## config.mk

```make
export PLATFORM = sky130hd
export DESIGN_NAME = alu_exec_unit
export DESIGN_NICKNAME = d
export VERILOG_FILES = /design/src/rtl/alu_exec_unit.sv
export SDC_FILE = /design/constraint.sdc
export NUM_CORES = 1
export LEC_CHECK = 0
export CAP_MARGIN = 10
export CELL_PAD_IN_SITES_DETAIL_PLACEMENT = 1
export CELL_PAD_IN_SITES_GLOBAL_PLACEMENT = 1
export CORE_MARGIN = 3
export CORE_UTILIZATION = 30
export CTS_CLUSTER_DIAMETER = 120
export CTS_CLUSTER_SIZE = 14
export DETAILED_ROUTE_END_ITERATION = 10
export GPL_TIMING_DRIVEN = 0
export PLACE_DENSITY_LB_ADDON = 0.1
export SLEW_MARGIN = 20
export SYNTH_ARGS = -nofsm -noshare
export SYNTH_HDL_FRONTEND = slang
export SYNTH_SLANG_ARGS = --single-unit
```

## constraint.sdc

```tcl
create_clock -name clk -period 4.6 [get_ports clk]
set_clock_uncertainty 0.05 [all_clocks]
set_input_delay 0.46 -clock clk [delete_from_list [all_inputs] [get_ports clk]]
set_output_delay 0.46 -clock clk [all_outputs]
set_load 0.02 [all_outputs]
```

## src/rtl/alu_exec_unit.sv

```systemverilog
// Handshaked 32-bit ALU with IDLE/SHIFT/DONE control.
// Define ALU_SERIAL_SHIFT_EN for a one-bit-per-cycle shifter; otherwise shifts use a barrel step.
module alu_exec_unit (
    input  logic        clk,
    input  logic        rst,
    input  logic        in_valid,
    output logic        in_ready,
    input  logic [31:0] ALU_A,
    input  logic [31:0] ALU_B,
    input  logic [3:0]  ALUctr,
    output logic        out_valid,
    input  logic        out_ready,
    output logic [31:0] result,
    output logic        zero,
    output logic        less
);

    typedef enum logic [1:0] {IDLE, SHIFT, DONE} state_t;

    state_t      state;
    state_t      state_nx;
    logic        accept;
    logic [4:0]  shamt_in;
    logic        is_shift_in;
    logic        less_in;
    logic [31:0] comb_res;
    logic        start_serial;
    logic        last_step;

    assign accept      = in_valid && in_ready;
    assign shamt_in    = ALU_B[4:0];
    assign is_shift_in = (ALUctr == 4'b0001) || (ALUctr == 4'b0101) || (ALUctr == 4'b1101);
    assign less_in     = (ALUctr == 4'b0011) ? (ALU_A < ALU_B)
                                             : ($signed(ALU_A) < $signed(ALU_B));

    always_comb begin
        comb_res = '0;
        case (ALUctr)
            4'b0000: comb_res = ALU_A + ALU_B;
            4'b1000: comb_res = ALU_A - ALU_B;
            4'b0001: comb_res = ALU_A << shamt_in;
            4'b0010: comb_res = {31'b0, less_in};
            4'b0011: comb_res = {31'b0, less_in};
            4'b0100: comb_res = ALU_A ^ ALU_B;
            4'b0101: comb_res = ALU_A >> shamt_in;
            4'b1101: comb_res = $unsigned($signed(ALU_A) >>> shamt_in);
            4'b0110: comb_res = ALU_A | ALU_B;
            4'b0111: comb_res = ALU_A & ALU_B;
            4'b1111: comb_res = ALU_B;
            default: comb_res = '0;
        endcase
    end

`ifdef ALU_SERIAL_SHIFT_EN
    logic [31:0] shreg;
    logic [31:0] shreg_nx;
    logic [4:0]  cnt;
    logic [3:0]  op_ctr;

    // Zero-amount shifts take the single-step path so latency stays 1.
    assign start_serial = accept && is_shift_in && (shamt_in != 5'd0);
    assign last_step    = (cnt == 5'd1);

    always_comb begin
        case (op_ctr)
            4'b0001: shreg_nx = {shreg[30:0], 1'b0};
            4'b0101: shreg_nx = {1'b0, shreg[31:1]};
            default: shreg_nx = {shreg[31], shreg[31:1]};
        endcase
    end

    always_ff @(posedge clk) begin
        if (rst) begin
            shreg  <= '0;
            cnt    <= '0;
            op_ctr <= '0;
        end else if (start_serial) begin
            shreg  <= ALU_A;
            cnt    <= shamt_in;
            op_ctr <= ALUctr;
        end else if (state == SHIFT) begin
            shreg <= shreg_nx;
            cnt   <= cnt - 5'd1;
        end
    end
`else
    assign start_serial = 1'b0;
    assign last_step    = 1'b0;
`endif

    always_ff @(posedge clk) begin
        if (rst) state <= IDLE;
        else     state <= state_nx;
    end

    always_comb begin
        state_nx = state;
        case (state)
            IDLE:    if (accept) state_nx = start_serial ? SHIFT : DONE;
            SHIFT:   if (last_step) state_nx = DONE;
            DONE:    if (out_ready) state_nx = IDLE;
            default: state_nx = IDLE;
        endcase
    end

    always_comb begin
        in_ready  = (state == IDLE);
        out_valid = (state == DONE);
    end

    always_ff @(posedge clk) begin
        if (rst) begin
            result <= '0;
            zero   <= 1'b0;
            less   <= 1'b0;
        end else if (accept) begin
            less <= less_in;
            if (!start_serial) begin
                result <= comb_res;
                zero   <= (comb_res == '0);
            end
        end
`ifdef ALU_SERIAL_SHIFT_EN
        else if (state == SHIFT && last_step) begin
            result <= shreg_nx;
            zero   <= (shreg_nx == '0);
        end
`endif
    end

endmodule
```

==> impl_metrics.toml <==
[hold_path]
hp-start = "result[27]"
min_path_type = "flip-flop to flip-flop"
min_path_cells = 2
min_to = "result[27]"

[synthesis]
synth_edf_count = 0
synth_area_sq_um = 11200
synth_seq_area_share = 0.0625
ys.flop_type = "dfxtp_1"
synth_top_cells_by_area = "mux4_2 (12%), ha_1 (11%), dfxtp_1 (6.3%)"
synth_cell_type_count = 89
yosysWarnings = 0
syn-num-nets = 1726
synthCells = 1555
yosys.area.top_type = "mux4_2"
avgSynthCellArea_sq_um = 7.21
synthArstFlopShare = 0
synth_top_area_frac = 0.125
ys_ff_latch = 35

[drt]
wl_per_cell_um = 35.5
drc = 0
drt-pass1-iter-count = 6
via_per_inst = 6.78
wl_mm = 76.7
vias = 14600
antenna_left = 0
drt_iter0_markers = 1598

[floorplanning]
dieArea_sq_um = 39700
fp.dieH_um = 199
core_sq_um = 36700
die_w_um = 199
io_pins = 108
initial_core_util = 0.305
rows = 70

[placement]
placed_cell_area_sq_um = 12900
dp.final_hpwl_mm = 61.3
portBuffers = 107
routabilityCongestion = 1.04
post-place-ws_ns = -3.02

[clock_network]
clock_latency_ns = 0.29
cts-root-buf = "clkbuf_16"
cts.sinks = 35
cts_buffer_depth = 2
cts_tree = "built"
hold_buffers = 0
htreeDepth = 2
cts_buffers = 5
clk_pin_slew_ns = 0.06

[timing]
worst_pin_slew_ns = 1.09
fmax_ghz = 0.215
rsz0062_at_grt = "yes"
worst_hold_slack_ns = 0.419
finalSetupViolations = 1
setup_slack_ns = -0.0600
finalCriticalPeriod_ns = 4.66
hold_viol_final = 0
tns_ns = -0.0600
slew_viol_final = 0
fin_crit_sh = 1.01
slew-limit-headroom = 0.265

[power]
power.total_mw = 2.57
irDropWorstVdd_v = 0.000135
p_int_mw = 1.20
pwr-share-comb = 0.736
seqPwrFrac = 0.133
pwr-share-clk = 0.130
power.leakage_nw = 5.39
switching_power_mw = 1.38
power_density_nw_per_um2 = 184
swShare = 0.536

[setup_path]
max_stage_delay_ns = 0.54
crit_fanout = 10
reg2reg_depth = 9
regToRegSetupSlack_ns = 1.83
timing.rr.start = "state[1]"
r2r_end = "zero"
arrival_ns = 4.84
cp-start-kind = "input port"
path_cells = "clkdlybuf4s50_1, clkbuf_2, and4b_1, clkbuf_1, nand3_1, clkbuf_2, o211ai_1, a31oi_1, o21a_1, o211ai_1, nor3b_1, and4_1, nand4_1, o21ai_1"
endpoint_kind = "flip-flop"
cp.required_ns = 4.78
slowest_stage = "clkdlybuf4s50_1"
path_class = "input port to flip-flop"

[flow_run]
cap_violations = 0

[layout]
drive_gt1_frac = 0.174
final_area_sq_um = 14000
layout.nets = 1861
area_growth_pct = 24.7
layout_commonest_cell = "nor2_1"
layout_common_cells = "nor2_1 (159), nand2_1 (140), a21oi_1 (106)"

[run_status]
run_status = "complete, but fails checks"
violations = "negative setup slack"

[global_route]
grt_pass1_vias = 14400
grt_pass1_wl_mm = 108
grt_use_total = 0.376
grt_max_degree = 13
grt-ovfl-total = 0
antenna_found_initial = 7
per-stage QoR:
| stage | utilization | std cells |
|---|---|---|
| finish | 0.381 | 2160 |
| global route | 0.381 | 2159 |
| CTS | 0.375 | 2158 |
| detailed placement | 0.352 | 2131 |
| global placement | 0.351 | 2130 |
| floorplan | - | 1555 |
what timing repair did:
item	in CTS	in global routing
setup buffers	22	6
hold endpoints to repair	0	0
pin swaps	22	14
resized for setup	157	85
setup endpoints to repair	34	11
power by group through the flow:
stage	logic [mW]	clock network, mW	registers (mW)
after floorplan	0.919	0	0.383
after global placement	1.67	0	0.350
after detailed placement	1.67	0	0.351
after CTS	1.79	0.340	0.344
after global routing	1.98	0.352	0.347
final	1.90	0.335	0.344
metal layers:
layer  vias to the layer above  part of all wire  global-route usage
li1                       6147                 -                   -
met4                        10             0.044               0.143
met1                      7371              0.41               0.500
met2                       910              0.44               0.590
met5                         -           0.00095                   0
met3                       208              0.10              0.0939
critical path, delay by kind of cell:
| kind | cells | cell delay, ns |
|---|---|---|
| compound gates | 5 | 1.61 |
| buf+inv | 4 | 1.52 |
| simple gates | 5 | 1.23 |
registers in the layout, indices dropped and copies added (netlist names):
signal  count
less        1
result     32
state       1
zero        1
cell usage after synthesis, types with 12 or more instances:
master    number
a21oi_1      113
buf_1         19
nand4_1       15
o31ai_1       14
nand3_1       39
nor4_1        17
clkbuf_1     106
o22ai_1       15
inv_1         96
nor2b_1       18
nor3_1        54
dfxtp_1       35
a21o_1        14
o211ai_1      24
o21bai_1      14
nand2b_1      12
nand2_1      141
o21ai_1       20
mux4_2        62
o21ai_0       65
a211oi_1      46
nor2_1       164
ha_1          97
a22oi_1       23
a221oi_1      17
mux2i_1       42
mux2_2        24
a31oi_1       15
buf_2         17
cell families after synthesis:
| group | count (synthesis) | synth area share |
|---|---|---|
| adders and majority gates | 99 | 0.112 |
| DFF | 35 | 0.0625 |
| buffers and inverters | 244 | 0.0859 |
| muxes | 134 | 0.193 |
| xor gates and xnor gates | 14 | 0.0109 |
| and+or+nand+nor | 513 | 0.213 |
| AOI/OAI and AO/OA | 516 | 0.323 |
layout make-up:
| type | instances | area (sq um) |
|---|---|---|
| Antenna cell | 1 | 2.50 |
| Buffer | 138 | 792 |
| Clock buffer | 6 | 129 |
| Clock inverter | 2 | 12.5 |
| Fill cell | 4494 | 22700 |
| Inverter | 98 | 379 |
| Multi-Input combinational cell | 1276 | 10100 |
| Sequential cell | 35 | 701 |
| Tap cell | 468 | 586 |
| Timing Repair Buffer | 136 | 1290 |
worst max-delay path by stage:
stage | cells past startpoint | startpoint | slack [ns] | endpoint
5_1_grt | 19 | ALU_B[2] | -0.06 | zero
3_3_place_gp | 18 | ALU_B[4] | -3.22 | zero
3_5_place_dp | 19 | ALU_B[2] | -3.02 | zero
6_report | 14 | ALUctr[1] | -0.06 | zero
4_1_cts | 14 | ALU_A[0] | -0.04 | zero
2_1_floorplan | 18 | ALU_B[2] | 0.06 | zero
Power figures use the tool's default switching activity.
